==> src/rtl/mips_pkg.sv <==
// mips_pkg: fetch FSM encoding, opcode constants and reset PC shared by the
// fetch stage and the control unit.
package mips_pkg;
  typedef enum logic [1:0] {IDLE, FETCH, EXEC} state_t;
  localparam logic [5:0] rType         = 6'h00;
  localparam logic [5:0] loadWord      = 6'h23;
  localparam logic [5:0] storeWord     = 6'h2b;
  localparam logic [5:0] addImmediate  = 6'h08;
  localparam logic [5:0] branchIfEqual = 6'h04;
  localparam logic [5:0] jump_inst     = 6'h02;
  localparam logic [31:0] DEFAULT_RESET_PC = 32'h0000_0000;
endpackage

==> src/rtl/next_pc_logic.sv <==
// next_pc_logic: combinational next-PC selection, jump over branch over sequential.
module next_pc_logic (
  input  logic [31:0] pc,
  input  logic [31:0] instruction,
  input  logic [31:0] sign_imm,
  input  logic        pc_src,
  input  logic        jmp,
  output logic [31:0] pc_plus4,
  output logic [31:0] next_pc
);
  logic unused_opcode;
  assign unused_opcode = ^instruction[31:26];
  assign pc_plus4 = pc + 32'd4;
  assign next_pc = jmp    ? {pc_plus4[31:28], instruction[25:0], 2'b00} :
                   pc_src ? pc_plus4 + (sign_imm << 2) :
                            pc_plus4;
endmodule

==> src/rtl/instr_fetch_unit.sv <==
// instr_fetch_unit: PC owner and instruction fetcher; IDLE -> FETCH -> EXEC loop
// with retired-instruction counting.
module instr_fetch_unit
  import mips_pkg::*;
#(
  parameter logic [31:0] RESET_PC = DEFAULT_RESET_PC,
  parameter int          CNT_W    = 32
) (
  input  logic             CLK,
  input  logic             RST,
  output logic             ImemReq,
  output logic [31:0]      ImemAddr,
  input  logic             ImemReady,
  input  logic [31:0]      ImemRdata,
  output logic [31:0]      Instruction,
  output logic             InstrValid,
  input  logic             Retire,
  input  logic             PCSrc,
  input  logic             Jmp,
  input  logic [31:0]      SignImm,
  output logic [31:0]      PC,
  output logic [31:0]      PCPlus4,
  output logic [CNT_W-1:0] RetiredCount
);
  state_t state;
  logic [31:0] next_pc;
  next_pc_logic u_next_pc (
    .pc          (PC),
    .instruction (Instruction),
    .sign_imm    (SignImm),
    .pc_src      (PCSrc),
    .jmp         (Jmp),
    .pc_plus4    (PCPlus4),
    .next_pc     (next_pc)
  );
  assign ImemAddr = PC;
  // ImemReq/InstrValid are registered alongside state so they never follow inputs
  always_ff @(posedge CLK or posedge RST) begin
    if (RST) begin
      state        <= IDLE;
      PC           <= RESET_PC;
      Instruction  <= '0;
      RetiredCount <= '0;
      ImemReq      <= 1'b0;
      InstrValid   <= 1'b0;
    end else begin
      case (state)
        IDLE: begin
          state   <= FETCH;
          ImemReq <= 1'b1;
        end
        FETCH: if (ImemReady) begin
          Instruction <= ImemRdata;
          state       <= EXEC;
          ImemReq     <= 1'b0;
          InstrValid  <= 1'b1;
        end
        EXEC: if (Retire) begin
          PC           <= next_pc;
          RetiredCount <= RetiredCount + CNT_W'(1);
          state        <= FETCH;
          ImemReq      <= 1'b1;
          InstrValid   <= 1'b0;
        end
        default: begin
          state      <= IDLE;
          ImemReq    <= 1'b0;
          InstrValid <= 1'b0;
        end
      endcase
    end
  end
endmodule

==> config.mk <==
export PLATFORM = sky130hd
export DESIGN_NAME = instr_fetch_unit
export DESIGN_NICKNAME = d
export VERILOG_FILES = /design/src/rtl/mips_pkg.sv /design/src/rtl/next_pc_logic.sv /design/src/rtl/instr_fetch_unit.sv
export SDC_FILE = /design/constraint.sdc
export NUM_CORES = 1
export LEC_CHECK = 0
export ABC_AREA = 1
export CAP_MARGIN = 20
export CORE_ASPECT_RATIO = 0.7
export CORE_UTILIZATION = 40
export CTS_BUF_LIST = sky130_fd_sc_hd__clkbuf_4 sky130_fd_sc_hd__clkbuf_8
export CTS_CLUSTER_SIZE = 20
export DETAILED_ROUTE_END_ITERATION = 7
export PLACE_DENSITY = 0.69
export SLEW_MARGIN = 20
export SYNTH_ARGS = -nofsm -noshare
export SYNTH_HDL_FRONTEND = slang
export SYNTH_SLANG_ARGS = --single-unit
==> constraint.sdc <==
create_clock -name CLK -period 4 [get_ports CLK]
set_clock_uncertainty 0.05 [all_clocks]
set_input_delay 0.8 -clock CLK [delete_from_list [all_inputs] [get_ports CLK]]
set_output_delay 0.8 -clock CLK [all_outputs]
set_load 0.05 [all_outputs]
==> metrics.md <==
| Metric | Value |
|---|---|
| Worst slack, placed | about 0.55 ns |
| Detailed Route Iter0 Violations | 749 |
| Hold buffers post-CTS | 0 |
| GPL Wtd Cong | 0.9946 |
| Mapped cell area | 7941 um^2 |
| EDFF count, synth | 0 |
| Final hold vios | 0 |
| Hold WC Path Type | register to register |
| Worst-margin pin slew | 0.7053 ns |
| Non-filler instance count after layout | between 1500 and 2000 |
| Asr flop ratio synth | 1.000 |
| CTS root buf | clkbuf_8 |
| Nets | 1455 |
| Synth Flop Type | dfrtp_1 |
| CTS clk-pin slew, worst paths | 0.10 ns |
| Vias/cell | 5.081 |
| Max_cap viols | 0 |
| Area Overhead vs Synth | 31.79% |
| Max transition margin | 0.5298 |
| Setup Fix Bufs, Post-CTS | 0 |
| Util after Layout | 0.5457 |
| Post-synthesis sequential area ratio | 0.3057 |
| Pin count of the biggest net entering global routing | 53 |
| Setup crit end kind | primary output |
| H-tree Lvls | 3 |
| Worst-path fanout max | 7 |
| GRT Resource Usage Total | 0.2582 |
| CTS Sinks | 97 |
| Antenna Cells | 0 |
| Final setup margin | slightly above 0.2 ns |
| TritonCTS buffer count | 9 |
| First-pass GRT wire length | 40170 um |
| Worst EP required | 3.15 ns |
| DP HPWL | approximately 22000 um |
| Critical path class | register to primary output |
| Overall routed net length | 26410 um |
| Period Utilization, post-route | 0.9483 |
| Number of synthesized register bits | 97 |
| PostCTS Resize Cnt | 0 |
| Max Buffers Root-to-Sink | 2 |
| Distinct cells, synth | 44 |
| Final instance area | 10470 um^2 |
| TritonRoute pass-1 iters | 5 |
| Fmax | 263.6 MHz |
| Die width | between 150 and 200 um |
| Row count | 42 |
| IO Port Bufs | 223 |
| Vias in the first global route | 7425 |
| Status | finished, final reports clean |
| Die area | 20430 um^2 |
| Worst vdd ir | 0.0006364 V |
| Unrepaired setup endpoints after global routing | no |
| Vias | 8211 |
| Core area | 19180 um^2 |
| Syn Inst Count | between 1000 and 1500 |
| Leakage Power | 5.186 nW |
| Routed length per instance | 16.34 um |
| Pwr dens | 878.3 nW/um^2 |
| Syn Area/Cell | 6.876 um^2 |
| Final Max Slew Viols | 0 |
| Starting density of the core | 0.4140 |
| Final setup violation count | 0 |
| Placed Cells incl. Taps | 1600 |
| Crit path arrival time | 2.94 ns |
| Initial antenna violation count | 0 |
| Grt ovf | 0 |
| Skew-Pair Late Insertion Delay | 0.35 ns |
| Fin crit period | 3.793 ns |
| Routed Antenna Nets | 0 |
| CTS tree | done |
| Final TNS setup | 0 ns |
| Die H | 119.9 um |
| Ports | 232 |
| Proportion of layout cells with a drive suffix above 1 | 0.06583 |
| Synth warnings | 0 |
| Min Hold Slack | 0.4435 ns |
| Pwr Total | 9.192 mW |
| Crit path launch type | register |
| Placed cell area | roughly 10000 um^2 |
| DRC | 0 |
==> per-layer routing <==
metal,track usage,up-vias,wire (um)
li1,-,3993,-
met1,0.3919,3765,12620
met2,0.3681,434,10600
met3,0.06761,19,2924
met4,0.03829,0,264
met5,0,-,0
==> cell usage in the layout, fill, tap and decap left out, types with 2 or more instances in the layout <==
cell / n
a21boi_0: 5
a21boi_1: 10
a21oi_1: 70
a22oi_1: 3
and2_1: 4
buf_4: 7
clkbuf_8: 11
clkdlybuf4s50_1: 223
clkinvlp_4: 2
conb_1: 6
dfrtp_1: 97
ha_1: 37
inv_1: 173
inv_2: 5
mux2_2: 32
nand2_1: 341
nand2_2: 3
nand3_1: 71
nand3_2: 4
nand4_1: 12
nor2_1: 89
nor2_2: 8
nor2_4: 2
nor3_1: 17
nor3_2: 3
nor4_1: 2
o211ai_1: 3
o21ai_0: 29
o21ai_1: 3
o21bai_1: 5
or2_0: 2
or2_2: 3
xnor2_1: 13
xor2_1: 42
==> state kept, by name (all words and copies together) (netlist names) <==
signal and flops:
state 2, Instruction 32, ImemAddr 30, RetiredCount 32, InstrValid 1
==> logic make-up after synthesis <==
| family | after synthesis | synth area share |
|---|---|---|
| AO/OA/AOI/OAI | 132 | 0.09280 |
| XOR/XNOR | 55 | 0.06066 |
| adder cells (fa/ha/maj) | 38 | 0.06082 |
| buffers and inverters | 234 | 0.1281 |
| flip-flops | 97 | 0.3057 |
| multiplexers | 32 | 0.04538 |
| other | 1 | 0.0004722 |
| AND/OR/NAND/NOR | 566 | 0.3061 |
==> worst max-delay path, stage by stage (launching register included) <==
cell and delay, ns:
dfrtp_1 0.55, ha_1 0.24, inv_1 0.07, nor3_2 0.17, inv_1 0.12, nor2_1 0.26, nand2_1 0.10, nand2_1 0.08
and2_1 0.18, clkdlybuf4s50_1 0.82
==> power by group <==
group | switching (mW) | internal (mW)
registers | 0.475 | 1.32
clock network | 0.356 | 0.327
logic | 4.55 | 2.16
total | 5.39 | 3.81
==> layout make-up <==
type,instances,area (um^2)
sequential,97,2427
clock inverter,5,62.56
timing repair buffer,231,2305
tap,264,330.3
multi-input combinational,829,4516
fill,1876,8715
clock buffer,11,151.4
inverter,179,674.4
==> cells in the mapped netlist, types with 4 or more instances <==
| master | n | area (um^2) |
|---|---|---|
| nand2_1 | 341 | 1280 |
| inv_1 | 174 | 653.1 |
| dfrtp_1 | 97 | 2427 |
| nor2_1 | 89 | 334.1 |
| nand3_1 | 71 | 355.3 |
| a21oi_1 | 70 | 350.3 |
| xor2_1 | 42 | 367.9 |
| ha_1 | 37 | 462.9 |
| buf_4 | 36 | 270.3 |
| mux2_2 | 32 | 360.4 |
| o21ai_0 | 29 | 145.1 |
| nor3_1 | 17 | 85.08 |
| clkbuf_1 | 15 | 56.30 |
| xnor2_1 | 13 | 113.9 |
| nand4_1 | 12 | 75.07 |
| a21boi_1 | 10 | 75.07 |
| nor2_2 | 8 | 50.05 |
| a21boi_0 | 5 | 37.54 |
| inv_2 | 5 | 18.77 |
| o21bai_1 | 5 | 37.54 |
| and2_1 | 4 | 25.02 |
| nand3_2 | 4 | 40.04 |
==> worst paths after layout <==
check | start | end | slack (ns) | depth (start not counted)
max | ImemAddr[2] | PCPlus4[30] | 0.21 | 9
min | RetiredCount[31] | RetiredCount[31] | 0.44 | 1
max reg2reg | ImemAddr[2] | ImemAddr[28] | 0.29 | 18
min reg2reg | RetiredCount[31] | RetiredCount[31] | 0.44 | 1
max in group asynchronous | RST | RetiredCount[19] | 2.34 | 3
min in group asynchronous | RST | Instruction[29] | 0.85 | 2
No activity file was read; power rests on OpenSTA's default activity.
